[src/rtl/pe_pkg.sv]
// Shared definitions for the PE loader and pe_control.
//   ldr_state_t : loader FSM states
//   PW/QW/SW    : widths of the P (filters), Q (channels), S (row length) fields
//   CNTW        : width of word counts and scratchpad offsets
package pe_pkg;

  localparam int unsigned PW   = 5;
  localparam int unsigned QW   = 3;
  localparam int unsigned SW   = 4;
  localparam int unsigned CNTW = 12;

  typedef enum logic [2:0] {
    ST_IDLE,
    ST_LOAD_IF,
    ST_LOAD_F,
    ST_FLUSH,
    ST_GAP,
    ST_RUN,
    ST_FIN
  } ldr_state_t;

endpackage

[src/rtl/ldr_offset_cnt.sv]
// Clearable offset counter with a terminal-value compare.
//   clk, rstn : clock, async active-low reset
//   clr       : synchronous clear (wins over en)
//   en        : increment
//   term      : terminal value to compare against
//   cnt       : current offset
//   at_term   : cnt == term
module ldr_offset_cnt
  import pe_pkg::*;
(
  input  logic            clk,
  input  logic            rstn,
  input  logic            clr,
  input  logic            en,
  input  logic [CNTW-1:0] term,
  output logic [CNTW-1:0] cnt,
  output logic            at_term
);

  always_ff @(posedge clk or negedge rstn) begin
    if (!rstn)    cnt <= '0;
    else if (clr) cnt <= '0;
    else if (en)  cnt <= cnt + CNTW'(1);
  end

  assign at_term = (cnt == term);

endmodule

[src/rtl/pe_loader.sv]
// Streams one job's ifmap then filter words from the GLB into the PE
// scratchpads, then runs the load/start handshake with pe_control.
//   clk, rstn          : clock, async active-low reset
//   go, P, Q, S        : job request and dimensions (sampled in IDLE)
//   glb_rd/addr/rdata  : GLB read port (data 1 cycle after read)
//   pe_wr_if/pe_wr_f   : scratchpad write strobes (ifmap / filter)
//   pe_waddr/pe_wdata  : scratchpad write offset / data
//   load, start        : to pe_control
//   pe_complete        : from pe_control
//   busy, done, cfg_err: status; done/cfg_err are 1-cycle pulses
module pe_loader
  import pe_pkg::*;
#(
  parameter int unsigned     AW      = 16,
  parameter int unsigned     DW      = 16,
  parameter logic [AW-1:0]   IF_BASE = AW'(16'h0000),
  parameter logic [AW-1:0]   F_BASE  = AW'(16'h1000)
) (
  input  logic            clk,
  input  logic            rstn,
  input  logic            go,
  input  logic [PW-1:0]   P,
  input  logic [QW-1:0]   Q,
  input  logic [SW-1:0]   S,
  output logic            glb_rd,
  output logic [AW-1:0]   glb_addr,
  input  logic [DW-1:0]   glb_rdata,
  output logic            pe_wr_if,
  output logic            pe_wr_f,
  output logic [CNTW-1:0] pe_waddr,
  output logic [DW-1:0]   pe_wdata,
  output logic            load,
  output logic            start,
  input  logic            pe_complete,
  output logic            busy,
  output logic            done,
  output logic            cfg_err
);

  ldr_state_t      state, state_nx;
  logic [PW-1:0]   p_q;
  logic [QW-1:0]   q_q;
  logic [SW-1:0]   s_q;
  logic            err_q;
  logic            zero_dim;
  logic [CNTW-1:0] n_if, n_f, term, off;
  logic            at_term, cnt_clr, cnt_en;
  logic            tag_vld, tag_if;
  logic [CNTW-1:0] tag_off;

  assign zero_dim = (P == '0) || (Q == '0) || (S == '0);
  assign n_if     = CNTW'(s_q) * CNTW'(q_q);
  assign n_f      = n_if * CNTW'(p_q);
  assign term     = (state == ST_LOAD_F) ? n_f - CNTW'(1) : n_if - CNTW'(1);

  ldr_offset_cnt u_cnt (
    .clk     (clk),
    .rstn    (rstn),
    .clr     (cnt_clr),
    .en      (cnt_en),
    .term    (term),
    .cnt     (off),
    .at_term (at_term)
  );

  always_ff @(posedge clk or negedge rstn) begin
    if (!rstn) begin
      state <= ST_IDLE;
      p_q   <= '0;
      q_q   <= '0;
      s_q   <= '0;
      err_q <= 1'b0;
    end else begin
      state <= state_nx;
      if (state == ST_IDLE && go) begin
        err_q <= zero_dim;
        if (!zero_dim) begin
          p_q <= P;
          q_q <= Q;
          s_q <= S;
        end
      end
    end
  end

  always_comb begin
    state_nx = state;
    cnt_clr  = 1'b0;
    cnt_en   = 1'b0;
    glb_rd   = 1'b0;
    glb_addr = '0;
    load     = 1'b0;
    start    = 1'b0;
    done     = 1'b0;
    cfg_err  = 1'b0;
    unique case (state)
      ST_IDLE: begin
        cnt_clr = 1'b1;
        if (go) state_nx = zero_dim ? ST_FIN : ST_LOAD_IF;
      end
      ST_LOAD_IF: begin
        glb_rd   = 1'b1;
        glb_addr = IF_BASE + AW'(off);
        load     = 1'b1;
        // Clearing on the last ifmap word lets LOAD_F begin at offset 0
        // in the very next cycle, so there is no read bubble.
        if (at_term) begin
          cnt_clr  = 1'b1;
          state_nx = ST_LOAD_F;
        end else begin
          cnt_en = 1'b1;
        end
      end
      ST_LOAD_F: begin
        glb_rd   = 1'b1;
        glb_addr = F_BASE + AW'(off);
        load     = 1'b1;
        if (at_term) begin
          cnt_clr  = 1'b1;
          state_nx = ST_FLUSH;
        end else begin
          cnt_en = 1'b1;
        end
      end
      ST_FLUSH: begin
        load     = 1'b1;
        state_nx = ST_GAP;
      end
      ST_GAP: state_nx = ST_RUN;
      ST_RUN: begin
        start = 1'b1;
        if (pe_complete) state_nx = ST_FIN;
      end
      ST_FIN: begin
        done     = 1'b1;
        cfg_err  = err_q;
        state_nx = ST_IDLE;
      end
      default: state_nx = ST_IDLE;
    endcase
  end

  // Write tag trails each read by one cycle, matching GLB read latency.
  always_ff @(posedge clk or negedge rstn) begin
    if (!rstn) begin
      tag_vld <= 1'b0;
      tag_if  <= 1'b0;
      tag_off <= '0;
    end else begin
      tag_vld <= glb_rd;
      tag_if  <= (state == ST_LOAD_IF);
      tag_off <= off;
    end
  end

  assign pe_wr_if = tag_vld & tag_if;
  assign pe_wr_f  = tag_vld & ~tag_if;
  assign pe_waddr = tag_vld ? tag_off : '0;
  assign pe_wdata = tag_vld ? glb_rdata : '0;
  assign busy     = (state != ST_IDLE);

endmodule

[config.mk]
export PLATFORM = sky130hd
export DESIGN_NAME = pe_loader
export DESIGN_NICKNAME = d
export VERILOG_FILES = /design/src/rtl/pe_pkg.sv /design/src/rtl/ldr_offset_cnt.sv /design/src/rtl/pe_loader.sv
export SDC_FILE = /design/constraint.sdc
export NUM_CORES = 1
export LEC_CHECK = 0
export BUFFER_PORTS_ARGS = -buffer_cell sky130_fd_sc_hd__buf_4
export CAP_MARGIN = 20
export CORE_MARGIN = 1.5
export CORE_UTILIZATION = 34
export DETAILED_ROUTE_END_ITERATION = 12
export GPL_TIMING_DRIVEN = 0
export PLACE_DENSITY = 0.59
export SETUP_SLACK_MARGIN = 0.02
export SLEW_MARGIN = 40
export SYNTH_ARGS = -nofsm -noshare
export SYNTH_HDL_FRONTEND = slang
export SYNTH_SLANG_ARGS = --single-unit
[constraint.sdc]
create_clock -name clk -period 10.5 [get_ports clk]
set_input_delay 0 -clock clk [delete_from_list [all_inputs] [get_ports clk]]
set_output_delay 0 -clock clk [all_outputs]
set_load 0.02 [all_outputs]
After elaboration in Yosys (flattened, before gate mapping)
Index checks and enable logic that the tools add are counted.
{"block": "totals", "regBits": 42, "output_inout_bits": 52}
{"block": "op_classes", "addsub": 4, "n_mul": 2, "n_eq_ne": 11, "n_mux": 21, "bitwise_logic": 4, "n_reduce_logical": 13}
{"cell": "$mux 12", "count": 4}
{"cell": "$pmux 14 s2", "count": 1}
{"cell": "$pmux 3 s6", "count": 1}
{"cell": "$mux 16", "count": 1}
{"cell": "$mux 3", "count": 5}
{"cell": "$add 13x12->14 const A", "count": 1}
{"cell": "$add 12x1->12 const B", "count": 1}
{"cell": "$eq 12x12->1", "count": 1}
{"cell": "$mul 7x5->12", "count": 1}
{"cell": "$sub 12x1->12 const B", "count": 1}
{"cell": "$eq 3x3->1 const B", "count": 3}
{"cell": "$mux 1", "count": 8}
{"cell": "$ne 2x2->1 const B", "count": 4}
{"cell": "$sub 7x1->8 const B", "count": 1}
{"cell": "$mul 4x3->7", "count": 1}
{"cell": "$eq 3x2->1 const B", "count": 2}
{"cell": "$logic_not 3->1", "count": 2}
{"cell": "$logic_not 5->1", "count": 1}
{"cell": "$logic_not 4->1", "count": 1}
{"cell": "$reduce_and 4->1", "count": 1}
{"cell": "$eq 3x1->1 const B", "count": 1}
{"cell": "$reduce_bool 3->1", "count": 1}
{"cell": "$reduce_or 3->1", "count": 1}
{"cell": "$and 1x1->1", "count": 2}
{"cell": "other kinds (7)", "count": 9}

Depth between registers and ports, before layout
Gate-level depths: netlist (run 1).
{"block": "logic_depth", "depth_word": 9, "mapped_depth": 24, "mapped_depth_nobuf": 22}

Modules after synthesis
Synthesis (run 1) repeated with hierarchy kept, for this count alone.
{"block": "unflattened", "hier_cells": 439, "area_unflattened_um2": 3873.7}
{"mod": "pe_loader", "instances": 1, "cells_each": 365, "area_each_um2": 3151.8, "seq_area_each_um2": 750.7}
{"mod": "ldr_offset_cnt", "instances": 1, "cells_each": 74, "area_each_um2": 721.9, "seq_area_each_um2": 300.3}

Worst setup path before layout (run 1)
No wires, ideal clock.
{"block": "synth_timing", "kind": "register to register", "startpoint": "reg s_q[0]", "endpoint": "reg u_cnt.cnt[1]", "setup_ns": 0.122, "t_arrival_ns": 5.984, "required_time_ns": 10.378, "setup_slack_ns": 4.395, "path_stages_with_launch": 22, "path_buffers": 2, "period_less_slack_ns": 6.105, "path_cell_list": "dfrtp_1 clkbuf_1 nand2_1 fa_1 inv_1 ha_1 fa_1 clkbuf_1 nand2_1 fa_1 inv_1 fa_1 fa_1 ha_1 a21o_1 a21oi_2 o21bai_2 a2111oi_4 o31ai_1 o41a_1 or2_1 a32o_1"}
{"block": "synth_via", "elab_chain_cells": 8, "word_cells_on_any_way": 12, "classes_between": "add/sub: 2; mul: 2; eq/ne: 1; mux: 6; reduce/logical: 1"}
{"item": "start, declared", "line_no": "pe_loader.sv:43", "text": "logic [SW-1:0] s_q;"}
{"item": "start signal, assigned", "line_no": "pe_loader.sv:71", "text": "s_q <= '0;"}
{"item": "start signal, assigned", "line_no": "pe_loader.sv:80", "text": "s_q <= S;"}
{"item": "$mul 4x3->7 *", "line_no": "pe_loader.sv:52", "text": "assign n_if = CNTW'(s_q) * CNTW'(q_q);"}
{"item": "$mul 7x5->12", "line_no": "pe_loader.sv:53", "text": "assign n_f = n_if * CNTW'(p_q);"}
{"item": "$sub 12x1->12", "line_no": "pe_loader.sv:54", "text": "assign term = (state == ST_LOAD_F) ? n_f - CNTW'(1) : n_if - CNTW'(1);"}
{"item": "$mux 12 *", "line_no": "pe_loader.sv:54"}
{"item": "$eq 12x12->1 *", "line_no": "ldr_offset_cnt.sv:26", "text": "assign at_term = (cnt == term);"}
{"item": "$mux 1", "line_no": "pe_loader.sv:107, pe_loader.sv:118"}
{"item": "$pmux 1 s2 or $mux 1 (tied branches)"}
{"item": "$mux 12 or $reduce_bool 2->1 (tied branches)"}
{"item": "end signal, assigned", "line_no": "ldr_offset_cnt.sv:23", "text": "else if (en) cnt <= cnt + CNTW'(1);"}
{"item": "end, declared", "line_no": "ldr_offset_cnt.sv:16", "text": "output logic [CNTW-1:0] cnt,"}
Every way passes the cells marked *; elsewhere a longest branch is shown, timed or not.
A chain may end at the register's enable or synchronous reset.

Final worst setup path (run 1)
{"block": "layout_timing", "startpoint": "reg q_q[0]", "endpoint": "reg u_cnt.cnt[1]"}
{"block": "layout_via", "elab_chain_cells": 8, "word_cells_on_any_way": 12, "classes_between": "add/sub: 2; mul: 2; eq/ne: 1; mux: 6; reduce/logical: 1"}
{"item": "start, declared", "line_no": "pe_loader.sv:42", "text": "logic [QW-1:0] q_q;"}
{"item": "start signal, assigned", "line_no": "pe_loader.sv:70", "text": "q_q <= '0;"}
{"item": "start signal, assigned", "line_no": "pe_loader.sv:79", "text": "q_q <= Q;"}
{"item": "$mul 4x3->7 *", "line_no": "pe_loader.sv:52"}
{"item": "$mul 7x5->12", "line_no": "pe_loader.sv:53"}
{"item": "$sub 12x1->12", "line_no": "pe_loader.sv:54"}
{"item": "$mux 12 *", "line_no": "pe_loader.sv:54"}
{"item": "$eq 12x12->1 *", "line_no": "ldr_offset_cnt.sv:26"}
{"item": "$mux 1", "line_no": "pe_loader.sv:107, pe_loader.sv:118"}
{"item": "$pmux 1 s2 or $mux 1 (tied branches)"}
{"item": "$mux 12 or $reduce_bool 2->1 (tied branches)"}
Marked as above.

==> impl_metrics.csv, run 1 <==
group,metric,value,unit
clocking,cts.sinks,42,
grt,grt_pass1_vias,3300,
finish,fillers,1073,
setup_path,critPathKind,"flop to flop",
grt,antenna_found_initial,0,
setup_path,critPathSlowestCell,"fa_1",
synth,netlist_top_cells_area,"dfrtp_1 (27%), fa_1 (11%), ha_1 (9.9%), and2_1 (7.4%), xnor2_1 (3.8%)",
finish,final_nets,618,
setup_path,cp.arrival,6880,ps
place,dp_hpwl,7180,um
setup_path,end_kind,"flop",
clocking,cts_root_buf,"clkbuf_16",
synth,yosys.area_share.simple,24.7,%
floorplan,die_w,110,um
detailed_routing,dr_wl_met3,613,um
synth,synth_top_cell_area_share,26.9,%
detailed_routing,routedWlPerCell,13.3,um
grt,grt_max_degree,43,
synth,syn_inst,431,
clocking,cts_resized,0,
grt,grt_use_total,15.9,%
floorplan,core,11000,um2
floorplan,dieArea,12200,um2
detailed_routing,antenna_left,0,
clocking,cts_tree,"yes",
synth,synth_fa_ha_area_share,20.7,%
synth,synth_largest_area_cell,"dfrtp_1",
synth,synth.cell_area,3910,um2
synth,synth_seq_area_share,26.9,%
floorplan,initial_core_util,35.5,%
synth,synthFlopType,"dfrtp_1",
timing,setup-tns-final,0,ps
detailed_routing,dr_wl_met2,4160,um
clocking,insertion_delay,290,ps
timing,rsz0062_at_grt,"no",
timing,holdWs,22.7,ps
finish,post-route-util,45.4,%
finish,insertedDiodeCount,0,
place,dpl.cell_count,653,
floorplan,rows,38,
clocking,post-cts-setup-buffers,0,
place,place_congestion,0.812,
status,status,"completed",
floorplan,pin_count,84,
setup_path,crit_top_cell,"fa_1",
hold_path,hold_path_depth,4,
timing,worst_pin_slew,576,ps
clocking,clockBufferDepth,2,
timing,finClkSkew,7.58,ps
synth,synth_xor_area_share,7.13,%
timing,hold_viol,0,
detailed_routing,top_layer,"met4",
clocking,clkTransAtPathRegs,70,ps
synth,ys_ff_latch,42,
finish,seq_area,1050,um2
detailed_routing,drc_errors,0,
setup_path,worstPathMaxFanout,10,
timing,fin_crit,6710,ps
detailed_routing,viasPerCell,4.91,
setup_path,worst_r2r_path_depth,22,
hold_path,hold_path.class,"input pin to flop",
timing,setup_violations,0,
floorplan,die_h,110,um
clocking,htreeDepth,2,
synth,synth_top_family_by_area,"simple AND/OR/NAND/NOR gates",
synth,ys_warn_count,0,
setup_path,required,10680,ps
detailed_routing,first_pass_iters,4,
grt,grt_pass1_wl,15200,um
synth,synth_edf_count,0,
finish,multi_input_area,2600,um2
timing,min_period_over_period,63.9,%
clocking,cts_hold_buffers,14,
setup_path,critical_path.startpoint_type,"flop",
synth,synthArstFlopShare,100,%
timing,slew_viol_final,0,
detailed_routing,met1Wirelength,4120,um
timing,fmax,0.149,GHz
finish,final_layout_size_suffix_gt1_share,21.9,%
grt,grt.overflow.total,0,
timing,slew_headroom,61.3,%
synth,syn_area_per_cell,9.08,um2
setup_path,cp_slowest_stage_delay,550,ps
run,drv_cap,0,
finish,stdcell_count,675,
detailed_routing,routed_wl,8950,um
synth,synth_cell_type_count,57,
clocking,numCtsBuffers,5,
synth,synth_compound_area_share,9.40,%
detailed_routing,drt_iter0_markers,138,
detailed_routing,vias,3314,
place,portBuffers,80,
finish,area_delta_synth_final,28.0,%
setup_path,worstPathCellList,"clkbuf_1 > nand2_1 > fa_1 > inv_1 > ha_1 > a21o_1 > a21oi_1 > xnor2_1 > clkbuf_1 > nand2_1 > fa_1 > fa_1 > fa_1 > inv_1 > ha_1 > a21oi_2 > o21bai_2 > a2111oi_4 > o31ai_1 > o41a_1 > or2_1 > a32o_1",
synth,synth_mux_area_share,4.22,%
[critical path: cells and delay by family (launching register included)]
family,cells,cell delay [ps]
AO/OA/AOI/OAI,8,1930
XOR/XNOR,1,200
adder cells (fa/ha/maj),6,2670
buffers and inverters,4,880
flip-flops,1,340
AND/OR/NAND/NOR,3,560
[per-layer routing]
| metal | up-vias | global-route usage (%) |
|---|---|---|
| li1 | 1658 | - |
| met1 | 1558 | 20.3 |
| met2 | 93 | 28.0 |
| met3 | 5 | 3.41 |
| met4 | 0 | 2.84 |
| met5 | - | 0 |
[sequential cells by signal (all words and copies together) (netlist names)]
register and flops:
u_cnt.cnt 12, tag_vld 1, state 3, p_q 5, err_q 1, s_q 4
tag_if 1, q_q 3, tag_off 12
[placed cells by master, fill, tap and decap left out, drive strengths merged, types with 3 or more instances in the layout]
| cell | Yosys | final |
|---|---|---|
| and2 | 46 | 46 |
| nand4 | 7 | 7 |
| nand2 | 39 | 39 |
| and3 | 21 | 21 |
| o32ai | 3 | 3 |
| nor4 | 4 | 4 |
| inv | 40 | 40 |
| buf | 7 | 87 |
| nor2 | 9 | 9 |
| fa | 21 | 21 |
| xor2 | 14 | 14 |
| o21ai | 7 | 7 |
| a21o | 4 | 4 |
| nor3 | 24 | 24 |
| ha | 31 | 31 |
| dlygate4sd3 | 0 | 14 |
| mux2 | 12 | 12 |
| a21oi | 16 | 16 |
| clkbuf | 18 | 24 |
| nand3 | 14 | 14 |
| mux2i | 3 | 3 |
| dfrtp | 42 | 42 |
| xnor2 | 17 | 17 |
| conb | 1 | 3 |
[worst paths after layout]
check	from	slack, ps	end
setup / recovery	q_q[0]	3790	u_cnt.cnt[1]
hold / removal	pe_complete	20	state[0]
setup reg to reg	q_q[0]	3790	u_cnt.cnt[1]
hold reg to reg	u_cnt.cnt[5]	370	tag_off[5]
max in group asynchronous	rstn	9890	u_cnt.cnt[10]
min in group asynchronous	rstn	230	q_q[0]
[Yosys cell counts (2+ instances only)]
cell       n
a21o_1     4
nor2b_1    2
nand2_1   39
or3_1      2
a211oi_1   2
and3_1    21
nand3_1   14
xnor2_1   17
xor2_1    13
a21oi_1   15
dfrtp_1   42
ha_1      31
nor2_1     9
a31oi_1    2
clkbuf_1  18
o32ai_1    3
nor3_1    22
mux2i_1    3
buf_6      2
mux2_2    12
nor4_1     4
o21ai_0    7
buf_4      3
nand2b_1   2
nand4_1    7
and2_1    46
fa_1      21
inv_1     39
[cell type report]
type / count / area share, %
inverters: 40 / 3.00
well taps: 140 / 3.50
clock inverters: 2 / 0.750
flip-flops and latches: 42 / 21.0
plain buffers: 25 / 2.42
repair buffers: 94 / 14.8
multi-input cells: 326 / 52.0
clock buffers: 6 / 2.57
[cell families after synthesis]
| logic type | after synthesis |
|---|---|
| xor+xnor | 31 |
| mux | 15 |
| fa+ha+maj | 52 |
| buf+inv | 65 |
| other cells | 1 |
| simple gates | 176 |
| compound gates | 49 |
| flops | 42 |
[metrics by stage]
stage,setup WS (ps),cell area [um2]
final,3790,5010
after global routing,3270,5010
after CTS,3720,5000
after detailed placement,3780,4700
after global placement,3830,4700
after floorplan,4390,3920
Power of run 1 is not shown: default switching activity piles up to over one toggle a cycle in this logic, so the estimate is an artifact.
==> run 2, diff against run 1 <==
--- a/config.mk
+++ b/config.mk
@@ -11,7 +11,7 @@
 export CORE_UTILIZATION = 34
 export DETAILED_ROUTE_END_ITERATION = 12
 export GPL_TIMING_DRIVEN = 0
-export PLACE_DENSITY = 0.59
+export PLACE_DENSITY = 0.61
 export SETUP_SLACK_MARGIN = 0.02
 export SLEW_MARGIN = 40
 export SYNTH_ARGS = -nofsm -noshare
==> constraint.sdc (replaced) <==
create_clock -name clk -period 5.7 [get_ports clk]
set_input_delay 0 -clock clk [delete_from_list [all_inputs] [get_ports clk]]
set_output_delay 0 -clock clk [all_outputs]
set_load 0.02 [all_outputs]
==> impl_metrics.csv, run 2 (same netlist as run 1, synthesis figures left out) <==
group,metric,value,unit
finish,reg_top3,"tag_off x12, u_cnt.cnt x12, p_q x5",
detailed_routing,viasPerCell,4.97,
setup_path,cp_slowest_stage_delay,520,ps
detailed_routing,drc_errors,0,
setup_path,critical_path.startpoint_type,"flop",
floorplan,die_w,110,um
place,dpl.cell_count,653,
finish,area_delta_synth_final,41.1,%
timing,min_period_over_period,100,%
setup_path,worstPathCellList,"clkbuf_8 > nand2_4 > fa_1 > inv_1 > ha_2 > fa_2 > xor2_4 > buf_4 > nand2_1 > fa_1 > fa_1 > fa_1 > inv_2 > ha_4 > nand4_1 > and3_4 > nor3_2 > nor3_1 > o41a_1 > buf_4 > nor3_4 > buf_12 > nor3_1",
detailed_routing,drt_iter0_markers,118,
timing,slew_headroom,61.9,%
setup_path,required,5850,ps
finish,final_cell_mix,"buf_4 (105), and2_1 (45), dfrtp_1 (41)",
grt,antenna_found_initial,0,
finish,final_layout_size_suffix_gt1_share,34.0,%
clocking,htreeDepth,2,
finish,insertedDiodeCount,0,
finish,final_nets,642,
clocking,clkTransAtPathRegs,70,ps
setup_path,cp_top_family,"adder cells",
timing,slew_viol_final,0,
setup_path,critical_path_buf_inv_count,6,
place,portBuffers,80,
grt,grt_max_degree,43,
setup_path,end_kind,"flop",
detailed_routing,antenna_left,0,
floorplan,rows,38,
grt,grt_pass1_wl,15200,um
setup_path,critPathKind,"flop to flop",
place,place_congestion,0.808,
floorplan,die_h,110,um
timing,setup_violations,0,
setup_path,critPathSlowestCell,"fa_1",
floorplan,core,11000,um2
floorplan,dieArea,12200,um2
hold_path,hold_path.class,"input pin to flop",
clocking,clockBufferDepth,2,
clocking,cts_tree,"yes",
floorplan,pin_count,84,
detailed_routing,routed_wl,9720,um
timing,fmax,0.176,GHz
grt,grt.overflow.total,0,
finish,seq_area,1050,um2
grt,grt_pass1_vias,3344,
setup_path,worstPathMaxFanout,10,
finish,layout_commonest_cell,"buf_4",
setup_path,cp.arrival,5850,ps
setup_path,crit_top_cell,"fa_1",
grt,grt_use_total,15.8,%
detailed_routing,routedWlPerCell,13.9,um
timing,finClkSkew,6.36,ps
clocking,numCtsBuffers,5,
floorplan,initial_core_util,35.5,%
timing,worst_pin_slew,567,ps
timing,rsz0062_at_grt,"yes",
clocking,insertion_delay,290,ps
finish,fillers,1042,
timing,hold_viol,0,
status,status,"completed",
detailed_routing,vias,3474,
place,dp_hpwl,7310,um
finish,multi_input_area,2880,um2
clocking,cts.sinks,42,
run,drv_cap,0,
detailed_routing,first_pass_iters,4,
timing,fin_crit,5700,ps
clocking,cts_root_buf,"clkbuf_16",
finish,stdcell_count,699,
## run 2: changes by cell type in the layout (fill, tap and decap cells not counted), sizes merged
cell      delta
buf         +25
clkinv       +1
clkinvlp     -1
inv          +1
clkbuf       -2
## run 2: area by class of cell
cell class / count / share of cell area, %
plain buffers: 24 / 2.67
multi-input cells: 326 / 52.1
inverters: 40 / 2.72
clock inverters: 3 / 0.793
flip-flops and latches: 42 / 19.1
clock buffers: 5 / 2.27
repair buffers: 119 / 17.2
well taps: 140 / 3.17
## run 2: layer usage
layer  track usage (%)  share of wire, %
met3              3.12               6.1
met5                 0                 0
met2              29.0                50
met1              19.2                42
met4              2.93               1.3
## run 2: worst reg2reg max path: cells and delay by family (launching register included)
| family | cells | cell delay, ps |
|---|---|---|
| AOI/OAI and AO/OA | 1 | 500 |
| DFF | 1 | 330 |
| xor gates and xnor gates | 1 | 170 |
| buffers and inverters | 6 | 730 |
| adders and majority gates | 7 | 2930 |
| and+or+nand+nor | 8 | 880 |
## run 2: through the flow
| step | setup slack [ps] | setup TNS (ps) | hold slack [ps] | utilization, % | area (um2) |
|---|---|---|---|---|---|
| floorplan | 41.2 | 0 | -296 | - | 3990 |
| global placement | -436 | -5120 | 12.6 | 43.2 | 4770 |
| detailed placement | -510 | -6290 | 9.45 | 43.2 | 4770 |
| CTS | -89.9 | -128 | 62.2 | 48.8 | 5380 |
| global route | -220 | -2480 | 78.1 | 50.1 | 5520 |
| finish | 2.22 | 0 | 79.8 | 50.1 | 5520 |
## run 2: final timing paths
| check | startpoint | endpoint | slack [ps] | cells after the start |
|---|---|---|---|---|
| worst max-delay path | s_q[0] | u_cnt.cnt[8] | 2 | 23 |
| worst min-delay path | pe_complete | state[0] | 80 | 4 |
| worst max register to register | s_q[0] | u_cnt.cnt[8] | 2 | 23 |
| worst min register to register | u_cnt.cnt[6] | tag_off[6] | 370 | 0 |
| max in group asynchronous | rstn | q_q[2] | 5080 | 2 |
| min in group asynchronous | rstn | tag_off[10] | 240 | 2 |
## run 2: what timing repair did
action	CTS	global route
resized for setup	28	25
hold buffers	14	0
setup buffers	21	4
hold endpoints to repair	55	0
setup endpoints to repair	14	14
pin swaps	29	16
Power of run 2 is left out for the same reason.
==> run 3, diff against run 2 <==
--- a/config.mk
+++ b/config.mk
@@ -10,7 +10,6 @@
 export CORE_MARGIN = 1.5
 export CORE_UTILIZATION = 34
 export DETAILED_ROUTE_END_ITERATION = 12
-export GPL_TIMING_DRIVEN = 0
 export PLACE_DENSITY = 0.61
 export SETUP_SLACK_MARGIN = 0.02
 export SLEW_MARGIN = 40
==> impl_metrics.csv, run 3 (same netlist as run 1, synthesis figures left out) <==
group,metric,value,unit
detailed_routing,vias,3385,
setup_path,crit_top_cell,"fa_1",
setup_path,worst_r2r_path_depth,23,
clocking,cts_tree,"yes",
setup_path,critical_path.startpoint_type,"flop",
setup_path,worstPathCellList,"nand2_2 > fa_1 > inv_1 > ha_2 > fa_2 > xor2_4 > buf_4 > nand2_1 > fa_1 > fa_1 > fa_1 > inv_2 > ha_4 > xor2_2 > and3_4 > nor3_1 > o32ai_2 > nor3_2 > o2111ai_2 > buf_4 > nor3_4 > clkbuf_16 > nor3_1",
setup_path,cp-startpoint,"s_q[1]",
floorplan,core,11000,um2
grt,use_met3,2.29,%
floorplan,die_h,110,um
setup_path,critPathKind,"flop to flop",
finish,insertedDiodeCount,0,
detailed_routing,viasPerCell,5.02,
clocking,clkTransAtPathRegs,70,ps
grt,antenna_found_initial,0,
hold_path,hold_path.class,"input pin to flop",
detailed_routing,drc_errors,0,
floorplan,rows,38,
grt,met1_usage,19.7,%
setup_path,r2r-start,"s_q[1]",
setup_path,cp.arrival,5870,ps
detailed_routing,antenna_left,0,
place,dp_hpwl,7620,um
setup_path,path_depth,23,
finish,layout_commonest_cell,"buf_4",
setup_path,critPathSlowestCell,"fa_1",
grt,grt_use_total,16.5,%
floorplan,pin_count,84,
floorplan,initial_core_util,35.5,%
setup_path,required,5880,ps
grt,grt_pass1_vias,3329,
clocking,htreeDepth,2,
setup_path,end_kind,"flop",
run,drv_cap,0,
grt,grt_util_met2,30.3,%
timing,hold_viol,0,
place,portBuffers,80,
floorplan,dieArea,12200,um2
grt,globalRoute.busiestLayer,"met2",
setup_path,cp_slowest_stage_delay,560,ps
timing,fmax,0.175,GHz
timing,slew_viol_final,0,
place,pre_cts_ws,-52.9,ps
timing,fin_crit,5700,ps
floorplan,die_w,110,um
detailed_routing,drt_iter0_markers,89,
hold_path,hold_path_depth,4,
clocking,clockBufferDepth,2,
place,place_congestion,0.825,
hold_path,worstHoldStart,"pe_complete",
clocking,numCtsBuffers,5,
timing,min_period_over_period,100,%
finish,final_nets,617,
timing,fin_ws,1.79,ps
finish,post-route-util,47.9,%
timing,setup-tns-final,0,ps
grt,grt_max_degree,43,
finish,final_layout_size_suffix_gt1_share,31.3,%
detailed_routing,routedWlPerCell,14.9,um
timing,worst_pin_slew,621,ps
timing,setup_violations,0,
finish,fillers,1051,
setup_path,cp_top_family,"adder cells",
setup_path,critical_path_buf_inv_count,5,
clocking,insertion_delay,290,ps
setup_path,worstPathMaxFanout,5,
clocking,cts_root_buf,"clkbuf_16",
clocking,cts.sinks,42,
finish,reg_top3,"tag_off x12, u_cnt.cnt x12, p_q x5",
detailed_routing,routed_wl,10000,um
timing,slew_headroom,58.3,%
timing,rsz0062_at_grt,"yes",
finish,area_delta_synth_final,35.0,%
finish,final_cell_mix,"buf_4 (101), and2_1 (46), dfrtp_1 (42)",
detailed_routing,first_pass_iters,4,
status,status,"completed",
timing,finClkSkew,2.81,ps
grt,grt.overflow.total,0,
grt,grt_pass1_wl,15600,um
## run 3: cell count changes in the layout (fill, tap and decap cells not counted), moves of 3 or more
cell	change
buf_4	-4
buf_6	-3
clkbuf_1	-14
clkbuf_8	-3
nand2_1	+3
nand2_2	-3
nor3_1	+5
nor3_2	-5
## run 3: area by class of cell
| cell class | count | area [um2] | share of cell area [%] |
|---|---|---|---|
| repair buffers | 118 | 955 | 18.1 |
| inverters | 40 | 150 | 2.84 |
| well taps | 140 | 175 | 3.32 |
| flip-flops and latches | 42 | 1050 | 19.9 |
| multi-input cells | 326 | 2800 | 53.0 |
| clock buffers | 5 | 125 | 2.37 |
| clock inverters | 3 | 25.0 | 0.474 |
## run 3: metal layers
metal | part of all wire [%] | wire (um)
met1 | 42 | 4180
met2 | 50 | 5010
met3 | 5.9 | 587
met4 | 2.3 | 233
met5 | 0 | 0
## run 3: per-stage QoR
stage | hold WS (ps) | cell area, um2 | instances
floorplan | -296 | 3990 | 433
global placement | 10.7 | 4730 | 640
detailed placement | 17.3 | 4730 | 640
CTS | 38.6 | 5110 | 670
global route | 73.6 | 5280 | 674
finish | 44.3 | 5280 | 674
## run 3: what timing repair did
item | CTS | global route
hold endpoints to repair | 55 | 0
pin swaps | 14 | 6
cloned | 0 | 1
gates resized for setup | 7 | 23
hold buffers | 14 | 0
endpoints found under the setup margin | 3 | 14
buffers inserted | 8 | 3
## run 3: final timing paths
| check | to | slack, ps |
|---|---|---|
| setup / recovery | u_cnt.cnt[6] | 2 |
| hold / removal | state[0] | 40 |
| setup reg to reg | u_cnt.cnt[6] | 2 |
| hold reg to reg | tag_off[3] | 520 |
| max in group asynchronous | q_q[0] | 5090 |
| min in group asynchronous | u_cnt.cnt[7] | 230 |
## run 3: worst register-to-register path, stage by stage, from the launching register on
cell and delay (ps):
dfrtp_1 410, nand2_2 80, fa_1 500, inv_1 40, ha_2 190, fa_2 410
xor2_4 160, buf_4 140, nand2_1 60, fa_1 530, fa_1 440, fa_1 560
inv_2 50, ha_4 260, xor2_2 160, and3_4 170, nor3_1 240, o32ai_2 130
nor3_2 170, o2111ai_2 190, buf_4 180, nor3_4 240, clkbuf_16 210, nor3_1 50
Power of run 3 is left out for the same reason.
